--- config.mk ---
export PLATFORM = sky130hd
export DESIGN_NAME = tx_ds_seq
export DESIGN_NICKNAME = d
export VERILOG_FILES = /design/src/rtl/tx_ds_seq.sv
export SDC_FILE = /design/constraint.sdc
export NUM_CORES = 1
export LEC_CHECK = 0
export CORE_MARGIN = 2
export CORE_UTILIZATION = 43
export DETAILED_ROUTE_END_ITERATION = 8
export PLACE_DENSITY = 0.8
export REMOVE_ABC_BUFFERS = 1
export SYNTH_ARGS = -nofsm -noshare
export SYNTH_HDL_FRONTEND = slang
export SYNTH_SLANG_ARGS = --single-unit
--- constraint.sdc ---
create_clock -name TxClk -period 5.9 [get_ports TxClk]
set_clock_uncertainty 0.15 [all_clocks]
set_input_delay 1.18 -clock TxClk [delete_from_list [all_inputs] [get_ports TxClk]]
set_output_delay 1.18 -clock TxClk [all_outputs]
set_load 0.02 [all_outputs]
--- src/rtl/tx_ds_seq.sv ---
// Character sequencer feeding the data-strobe transmitter: picks time-code/FCT/N-char/NULL per ready slot.
// Optional time-code insertion is enabled by defining TX_TIMECODE_EN (adds tick_i/time_i ports).
module tx_ds_seq #(
  parameter int unsigned CREDIT_MAX   = 56,
  parameter int unsigned FCT_PEND_MAX = 7
) (
  input  logic       TxClk,
  input  logic       TxReset,
  input  logic       en_null_i,
  input  logic       en_fct_i,
  input  logic       en_data_i,
  input  logic       fct_req_i,
  input  logic       fct_rx_i,
  input  logic       fifo_valid_i,
  input  logic [8:0] fifo_dat_i,
  output logic       fifo_pop_o,
  input  logic       ready_i,
  output logic       valid_o,
  output logic [7:0] dat_o,
  output logic       lchar_o,
  output logic [5:0] credit_o,
  output logic       credit_err_o
`ifdef TX_TIMECODE_EN
  ,
  input  logic       tick_i,
  input  logic [7:0] time_i
`endif
);

  localparam logic [1:0] S_IDLE   = 2'd0;
  localparam logic [1:0] S_ISSUE  = 2'd1;
  localparam logic [1:0] S_FOLLOW = 2'd2;

  localparam logic [1:0] C_FCT = 2'b00;
  localparam logic [1:0] C_EOP = 2'b10;
  localparam logic [1:0] C_EEP = 2'b01;
  localparam logic [1:0] C_ESC = 2'b11;

  localparam int unsigned PW = (FCT_PEND_MAX < 2) ? 1 : $clog2(FCT_PEND_MAX + 1);
  localparam logic [PW-1:0] PEND_MAX = PW'(FCT_PEND_MAX);
  localparam logic [6:0]    CRED_MAX = 7'(CREDIT_MAX);

  logic [1:0]    state_q, state_d;
  logic          valid_q, valid_d;
  logic          pop_q, pop_d;
  logic [7:0]    dat_q, dat_d;
  logic          lchar_q, lchar_d;
  logic          fol_pend_q, fol_pend_d;
  logic [7:0]    fol_dat_q, fol_dat_d;
  logic          fol_lchar_q, fol_lchar_d;
  logic [5:0]    credit_q, credit_d;
  logic          err_q, err_d;
  logic [PW-1:0] pend_q, pend_d;

  logic          dec_credit;
  logic          dec_pend;
  logic          inc_pend;
  logic [6:0]    cred_sum;

`ifdef TX_TIMECODE_EN
  logic          tc_pend_q, tc_pend_d;
  logic [7:0]    tc_time_q, tc_time_d;
  logic          tc_clr;
`endif

  // Character selection and output staging; outputs are registered so valid_o lands one cycle after ready_i.
  always_comb begin
    state_d     = state_q;
    valid_d     = 1'b0;
    pop_d       = 1'b0;
    dat_d       = dat_q;
    lchar_d     = lchar_q;
    fol_pend_d  = fol_pend_q;
    fol_dat_d   = fol_dat_q;
    fol_lchar_d = fol_lchar_q;
    dec_credit  = 1'b0;
    dec_pend    = 1'b0;
`ifdef TX_TIMECODE_EN
    tc_clr      = 1'b0;
`endif
    case (state_q)
      S_IDLE: begin
        if (ready_i) begin
`ifdef TX_TIMECODE_EN
          if (en_data_i && tc_pend_q) begin
            valid_d     = 1'b1;
            dat_d       = {6'b0, C_ESC};
            lchar_d     = 1'b1;
            fol_pend_d  = 1'b1;
            fol_dat_d   = tc_time_q;
            fol_lchar_d = 1'b0;
            tc_clr      = 1'b1;
            state_d     = S_ISSUE;
          end else
`endif
          if (en_fct_i && (pend_q != '0)) begin
            valid_d  = 1'b1;
            dat_d    = {6'b0, C_FCT};
            lchar_d  = 1'b1;
            dec_pend = 1'b1;
            state_d  = S_ISSUE;
          end else if (en_data_i && fifo_valid_i && (credit_q != '0)) begin
            valid_d    = 1'b1;
            pop_d      = 1'b1;
            dec_credit = 1'b1;
            lchar_d    = fifo_dat_i[8];
            dat_d      = fifo_dat_i[8] ? {6'b0, (fifo_dat_i[0] ? C_EEP : C_EOP)}
                                       : fifo_dat_i[7:0];
            state_d    = S_ISSUE;
          end else if (en_null_i) begin
            valid_d     = 1'b1;
            dat_d       = {6'b0, C_ESC};
            lchar_d     = 1'b1;
            fol_pend_d  = 1'b1;
            fol_dat_d   = {6'b0, C_FCT};
            fol_lchar_d = 1'b1;
            state_d     = S_ISSUE;
          end
        end
      end
      S_ISSUE: begin
        state_d = fol_pend_q ? S_FOLLOW : S_IDLE;
      end
      S_FOLLOW: begin
        // Second half of a pair ignores the enables so the pair is never split.
        if (ready_i) begin
          valid_d    = 1'b1;
          dat_d      = fol_dat_q;
          lchar_d    = fol_lchar_q;
          fol_pend_d = 1'b0;
          state_d    = S_ISSUE;
        end
      end
      default: begin
        state_d    = S_IDLE;
        fol_pend_d = 1'b0;
      end
    endcase
  end

  // Credit: +8 per received FCT, -1 per N-char, clamped with a sticky overflow flag.
  always_comb begin
    cred_sum = {1'b0, credit_q} + (fct_rx_i ? 7'd8 : 7'd0) - (dec_credit ? 7'd1 : 7'd0);
    credit_d = credit_q;
    err_d    = err_q;
    if (cred_sum > CRED_MAX) begin
      credit_d = CRED_MAX[5:0];
      err_d    = 1'b1;
    end else begin
      credit_d = cred_sum[5:0];
    end
  end

  always_comb begin
    inc_pend = fct_req_i && ((pend_q != PEND_MAX) || dec_pend);
    pend_d   = pend_q;
    if (inc_pend && !dec_pend) begin
      pend_d = pend_q + 1'b1;
    end else if (dec_pend && !inc_pend) begin
      pend_d = pend_q - 1'b1;
    end
  end

`ifdef TX_TIMECODE_EN
  always_comb begin
    tc_pend_d = tc_pend_q;
    tc_time_d = tc_time_q;
    if (tick_i) begin
      tc_pend_d = 1'b1;
      tc_time_d = time_i;
    end else if (tc_clr) begin
      tc_pend_d = 1'b0;
    end
  end

  always_ff @(posedge TxClk or posedge TxReset) begin
    if (TxReset) begin
      tc_pend_q <= 1'b0;
      tc_time_q <= '0;
    end else begin
      tc_pend_q <= tc_pend_d;
      tc_time_q <= tc_time_d;
    end
  end
`endif

  always_ff @(posedge TxClk or posedge TxReset) begin
    if (TxReset) begin
      state_q     <= S_IDLE;
      valid_q     <= 1'b0;
      pop_q       <= 1'b0;
      dat_q       <= '0;
      lchar_q     <= 1'b0;
      fol_pend_q  <= 1'b0;
      fol_dat_q   <= '0;
      fol_lchar_q <= 1'b0;
      credit_q    <= '0;
      err_q       <= 1'b0;
      pend_q      <= '0;
    end else begin
      state_q     <= state_d;
      valid_q     <= valid_d;
      pop_q       <= pop_d;
      dat_q       <= dat_d;
      lchar_q     <= lchar_d;
      fol_pend_q  <= fol_pend_d;
      fol_dat_q   <= fol_dat_d;
      fol_lchar_q <= fol_lchar_d;
      credit_q    <= credit_d;
      err_q       <= err_d;
      pend_q      <= pend_d;
    end
  end

  assign valid_o      = valid_q;
  assign fifo_pop_o   = pop_q;
  assign dat_o        = dat_q;
  assign lchar_o      = lchar_q;
  assign credit_o     = credit_q;
  assign credit_err_o = err_q;

endmodule

# --- Word level (Yosys, flattened, before mapping) ---
# Cells that the tools add are included.
# W data, S select, Z words.
classes:
  mux: 44
  n_bitwise: 3
  n_lt_le_gt_ge: 1
  add_sub_neg: 4
  eq_ne: 9
  reduce_logical: 18
ops:
  columns: ["op", "count"]
  rows:
  - ["$mux W8", 6]
  - ["$mux W1", 22]
  - ["$pmux W8 S2", 1]
  - ["$mux W2", 7]
  - ["$ne A2 B2 Y1 const B", 5]
  - ["$add A6 B4 Y7", 1]
  - ["$gt A7 B6 Y1 const B", 1]
  - ["$sub A7 B1 Y7", 1]
  - ["$logic_and A1 B1 Y1", 6]
  - ["$mux W3", 2]
  - ["$mux W6", 1]
  - ["$pmux W2 S3", 1]
  - ["$reduce_and A6 Y1", 1]
  - ["$reduce_bool A6 Y1", 1]
  - ["$reduce_and A5 Y1", 1]
  - ["$mux W4", 1]
  - ["$ne A4 B4 Y1 const B", 1]
  - ["$pmux W1 S2", 2]
  - ["$reduce_and A4 Y1", 1]
  - ["$reduce_bool A2 Y1", 2]
  - ["$add A3 B1 Y3 const B", 1]
  - ["$ne A3 B3 Y1 const B", 1]
  - ["$not A1 Y1", 3]
  - ["$pmux W1 S3", 1]
  - ["8 further kinds", 9]
totals:
  word_cells: 89
  input_bits: 18
  register_bits: 25
  output_inout_bits: 18

# --- Longest topological paths before layout ---
depth:
  depth_word: 11
  mapped_depth: 15
  mapped_depth_nobuf: 14

# --- Worst setup path after synthesis ---
# OpenSTA, ideal clock, no wires.
synth_timing:
  path_type: "register to register"
  from: "register credit_q[5] (netlist: credit_o[5])"
  to: "register credit_q[0] (netlist: credit_o[0])"
  t_arrival_ps: 3299
  required_ps: 5610
  setup_ps: 140
  stages_incl_launch_ff: 16
  n_path_buf: 1
  path_slack_ps: 2311
  synth_period_minus_slack_ps: 3589
  cell_sequence: "dfrtp_1 -> buf_2 -> inv_1 -> ha_1 -> or4b_4 -> o211a_1 -> and2_2 -> ha_1 -> inv_1 -> ha_1 -> inv_1 -> fa_1 -> xnor2_1 -> nand3_1 -> o211ai_1 -> o22ai_1"
synth_via:
  elab_chain_cells: 10
  elab_cells_between_ends: 11
  classes_between: "add/sub (2); order compare (1); mux (6); reduce/logical (2)"
synth_lines:
  columns: ["element", "line_no", "source"]
  rows:
  - ["start: declaration", "51", "logic [5:0] credit_q, credit_d;"]
  - ["start signal: assignment", "209", "credit_q <= credit_d;"]
  - ["$reduce_bool A6 Y1 (*)", "102", "end else if (en_data_i && fifo_valid_i && (credit_q != '0)) begin"]
  - ["$logic_and A1 B1 Y1 (*)", "102", null]
  - ["$mux W1 (*)", "102", null]
  - ["$mux W1 (*)", "96", "if (en_fct_i && (pend_q != '0)) begin"]
  - ["$mux W1 (*)", "83", "if (ready_i) begin"]
  - ["$mux W1 (*)", "81", "case (state_q)"]
  - ["named net dec_credit", "55", "logic dec_credit;"]
  - ["$mux W1 (*)", "143", "cred_sum = {1'b0, credit_q} + (fct_rx_i ? 7'd8 : 7'd0) - (dec_credit ? 7'd1 : 7'd0);"]
  - ["$sub A7 B1 Y7 (*)", "143", null]
  - ["$gt A7 B6 Y1", "146", "if (cred_sum > CRED_MAX) begin"]
  - ["$mux W6 (*)", "146", null]
  - ["named net credit_d[0]", "51", null]
# The timed path passes the listed nets; every way through them passes the cells marked *.
# A chain may end at the register's enable or synchronous reset.

# --- Worst setup path in the final report ---
# Same ends and word-level chain as after synthesis.

==> summary.txt <==
Run status
  – Run status: completed

Placement
  – Placed cell areas: 1900 um^2
  – Setup WS pre-CTS: 1.76 ns
  – Port Buffer Count: 35
  – Final GP Congestion: 0.819
  – HPWL Detailed: 2450 um

Drt
  – DR vias/cell: 5.26
  – Drt drc: 0
  – Vias: 1205
  – WL final: 3100 um
  – First-iteration detailed-routing DRC count: 36
  – WL/cell: 13.5 um
  – TritonRoute pass-1 iters: 4
  – Final ANT Viol Nets: 0

Die
  – Initial Util: 45.0%
  – Chip Height: 63.1 um
  – Core Box Area: 3340 um^2
  – # IOs: 36
  – Die width: 63.1 um
  – Row cnt: 21
  – Die area: 3980 um^2

Global route
  – Grt ovf: 0
  – Largest net degree at the start of global routing: 26
  – Number of global-route vias before repair: 1172
  – First-pass GRT wire length: 5400 um
  – GRT Util Overall: 16.9%
  – Initial antenna violation count: 0

Clock network
  – Later-pin clock latency in the skew report: 0.33 ns
  – Total setup buffers inserted after CTS: 0
  – # clock sinks: 25
  – Num CTS Buffers: 3
  – CTS root buf: clkbuf_4
  – Post-CTS Hold Buffers: 0
  – Clock transition at path regs: 0.14 ns
  – CTS Buffer Depth: 2
  – Post_cts resized: 0
  – Htree depth: 1
  – CTS tree: done

Power and ir drop
  – Power Density: 443 nW/um^2
  – Leak: 0.860 nW
  – VDD IR-drop max: 0.263 mV

Timing
  – Slew Limit Fails: 0
  – RSZ-0062 raised after global routing: no
  – Final Hold Vio Count: 0
  – Setup violators final: 0
  – Final worst slack: 2.02 ns
  – Relative slew slack: 38.7%
  – Worst-Margin Slew: 0.919 ns
  – Fin crit share: 65.8%
  – Fin Hold WS: 0.352 ns
  – Post-Route Setup TNS: 0 ns
  – Tmin final: 3.88 ns
  – Peak Freq: 0.258 GHz

Setup path
  – Critical Path RT: 5.97 ns
  – Slowest CP cell: dfrtp_1
  – CP bufs+invs: 3
  – Critical path's largest stage delay: 0.52 ns
  – Crit Path Category: reg2reg
  – Crit path cell chain: inv_1 -> ha_1 -> or4b_4 -> o211a_1 -> and2_2 -> ha_1 -> inv_1 -> ha_1 -> inv_1 -> fa_1 -> xnor2_1 -> nand3_1 -> o211ai_1 -> o22ai_1
  – CP Max Fanout: 10
  – Setup crit start kind: flop
  – Setup crit end kind: flop
  – Crit path DAT: 3.95 ns
  – Family with the most delay on the worst path: adder cells

Final layout
  – Inserted Diodes: 0
  – # fillers: 287
  – Final Net Count: 213
  – Area delta synth->final: 28.9%
  – Design area: 1930 um^2
  – Ratio of cells with drive above 1 in the final layout: 9.29%
  – Fin util: 58.0%

Hold path
  – Worst hold path class: reg2reg

Synthesis
  – Mapped Cells: 145
  – Sequential share of the synthesized area: 41.7%
  – YS warnings: 0
  – Ys async rst share: 100%
  – FF+latch count, synth: 25
  – Synthesized area: 1500 um^2
  – Ys flop type: dfrtp_1
  – Count of cell types in the netlist: 37
  – Post-synth EDFFs: 0
  – Avg Inst Size Synth: 10.3 um^2

Job
  – Max-cap viol count: 0
logic make-up (layout without fill, tap and decap cells):
group	count (synthesis)	in the layout	synth area share, %
AND/OR/NAND/NOR	46	46	17.7
AO/OA/AOI/OAI	27	27	13.8
flip-flops	25	25	41.7
buffers and inverters	18	56	4.59
adder cells (fa/ha/maj)	11	11	10.2
multiplexers	10	10	7.42
XOR/XNOR	8	8	4.67
cell type report:
type	instances	area (um^2)	area share (%)
timing repair buffer	35	350	18.1
multi-input combinational	102	806	41.7
sequential	25	626	32.3
clock inverter	1	8.76	0.453
clock buffer	3	22.5	1.16
inverter	17	63.8	3.30
tap	46	57.6	2.98
stage by stage:
step / std cells / power, mW
2_1_floorplan: 144 / 0.633
3_3_place_gp: 225 / 0.761
3_5_place_dp: 225 / 0.781
4_1_cts: 229 / 0.863
5_1_grt: 229 / 0.940
6_report: 229 / 0.857
power breakdown:
group,internal [mW],switching [mW],total [mW]
clock network,0.0277,0.0560,0.0837
logic,0.241,0.261,0.502
registers,0.220,0.0508,0.271
total,0.489,0.368,0.857
layer usage:
layer / vias up / part of all wire (%) / global-route usage, %
li1: 590 / - / -
met1: 582 / 43 / 20.7
met2: 30 / 51 / 29.7
met3: 3 / 4.5 / 3.21
met4: 0 / 1.3 / 5.83
met5: - / 0 / 0
cell usage after synthesis (all sizes together) (2+ instances only):
| cell type | n | area share (%) |
|---|---|---|
| nor2 | 6 | 1.5 |
| dfrtp | 25 | 42 |
| o211ai | 4 | 2.9 |
| or3 | 2 | 0.83 |
| o21ai | 7 | 2.3 |
| nor2b | 5 | 2.1 |
| fa | 2 | 2.7 |
| o21a | 2 | 1.0 |
| ha | 9 | 7.5 |
| nor3 | 4 | 1.3 |
| xor2 | 4 | 2.3 |
| nand2b | 3 | 1.3 |
| o22ai | 3 | 1.3 |
| nand3 | 3 | 1.0 |
| inv | 17 | 4.3 |
| a21oi | 3 | 1.8 |
| mux2 | 9 | 6.8 |
| and3 | 8 | 3.3 |
| xnor2 | 4 | 2.3 |
| nand2 | 6 | 1.5 |
| nand3b | 5 | 2.5 |
flip-flops by register name, indices dropped and copies added (netlist names):
| register | cells |
|---|---|
| valid_o | 1 |
| pend_q | 3 |
| state_q | 2 |
| fol_lchar_q | 1 |
| fifo_pop_o | 1 |
| credit_err_o | 1 |
| dat_o | 8 |
| fol_pend_q | 1 |
| lchar_o | 1 |
| credit_o | 6 |
worst paths after layout:
check                                             from                endpoint  slack [ns]  cells past startpoint
worst max-delay path             credit_o[5]$_DFF_PP0_   credit_o[0]$_DFF_PP0_        2.02                     14
worst min-delay path            fol_pend_q$_DFFE_PP0P_  fol_pend_q$_DFFE_PP0P_        0.35                      2
worst max register to register   credit_o[5]$_DFF_PP0_   credit_o[0]$_DFF_PP0_        2.02                     14
worst min register to register  fol_pend_q$_DFFE_PP0P_  fol_pend_q$_DFFE_PP0P_        0.35                      2
max in group asynchronous                      TxReset   credit_o[0]$_DFF_PP0_        3.87                      2
min in group asynchronous                      TxReset   credit_o[2]$_DFF_PP0_        1.18                      2
worst register-to-register path, cell delays in order (launching register included):
cell and delay [ns]:
dfrtp_1 0.52, inv_1 0.15, ha_1 0.18, or4b_4 0.49
o211a_1 0.33, and2_2 0.25, ha_1 0.18, inv_1 0.05
ha_1 0.16, inv_1 0.05, fa_1 0.40, xnor2_1 0.27
nand3_1 0.14, o211ai_1 0.31, o22ai_1 0.14
placed cells by master (no fill, tap or decap), types with 2 or more instances in the layout:
| cell | count |
|---|---|
| and3_1 | 8 |
| fa_1 | 2 |
| or3_1 | 2 |
| inv_1 | 17 |
| o211ai_1 | 3 |
| dfrtp_1 | 25 |
| clkbuf_4 | 3 |
| mux2_2 | 9 |
| o21ai_0 | 7 |
| nor3_1 | 4 |
| xnor2_1 | 4 |
| a21oi_1 | 2 |
| o22ai_1 | 3 |
| nor2b_1 | 5 |
| ha_1 | 9 |
| clkdlybuf4s50_1 | 35 |
| nand2b_1 | 3 |
| nor2_1 | 6 |
| xor2_1 | 4 |
| o21a_1 | 2 |
| nand3_1 | 3 |
| nand2_1 | 6 |
| nand3b_1 | 5 |
(Power assumes the default switching activity.)
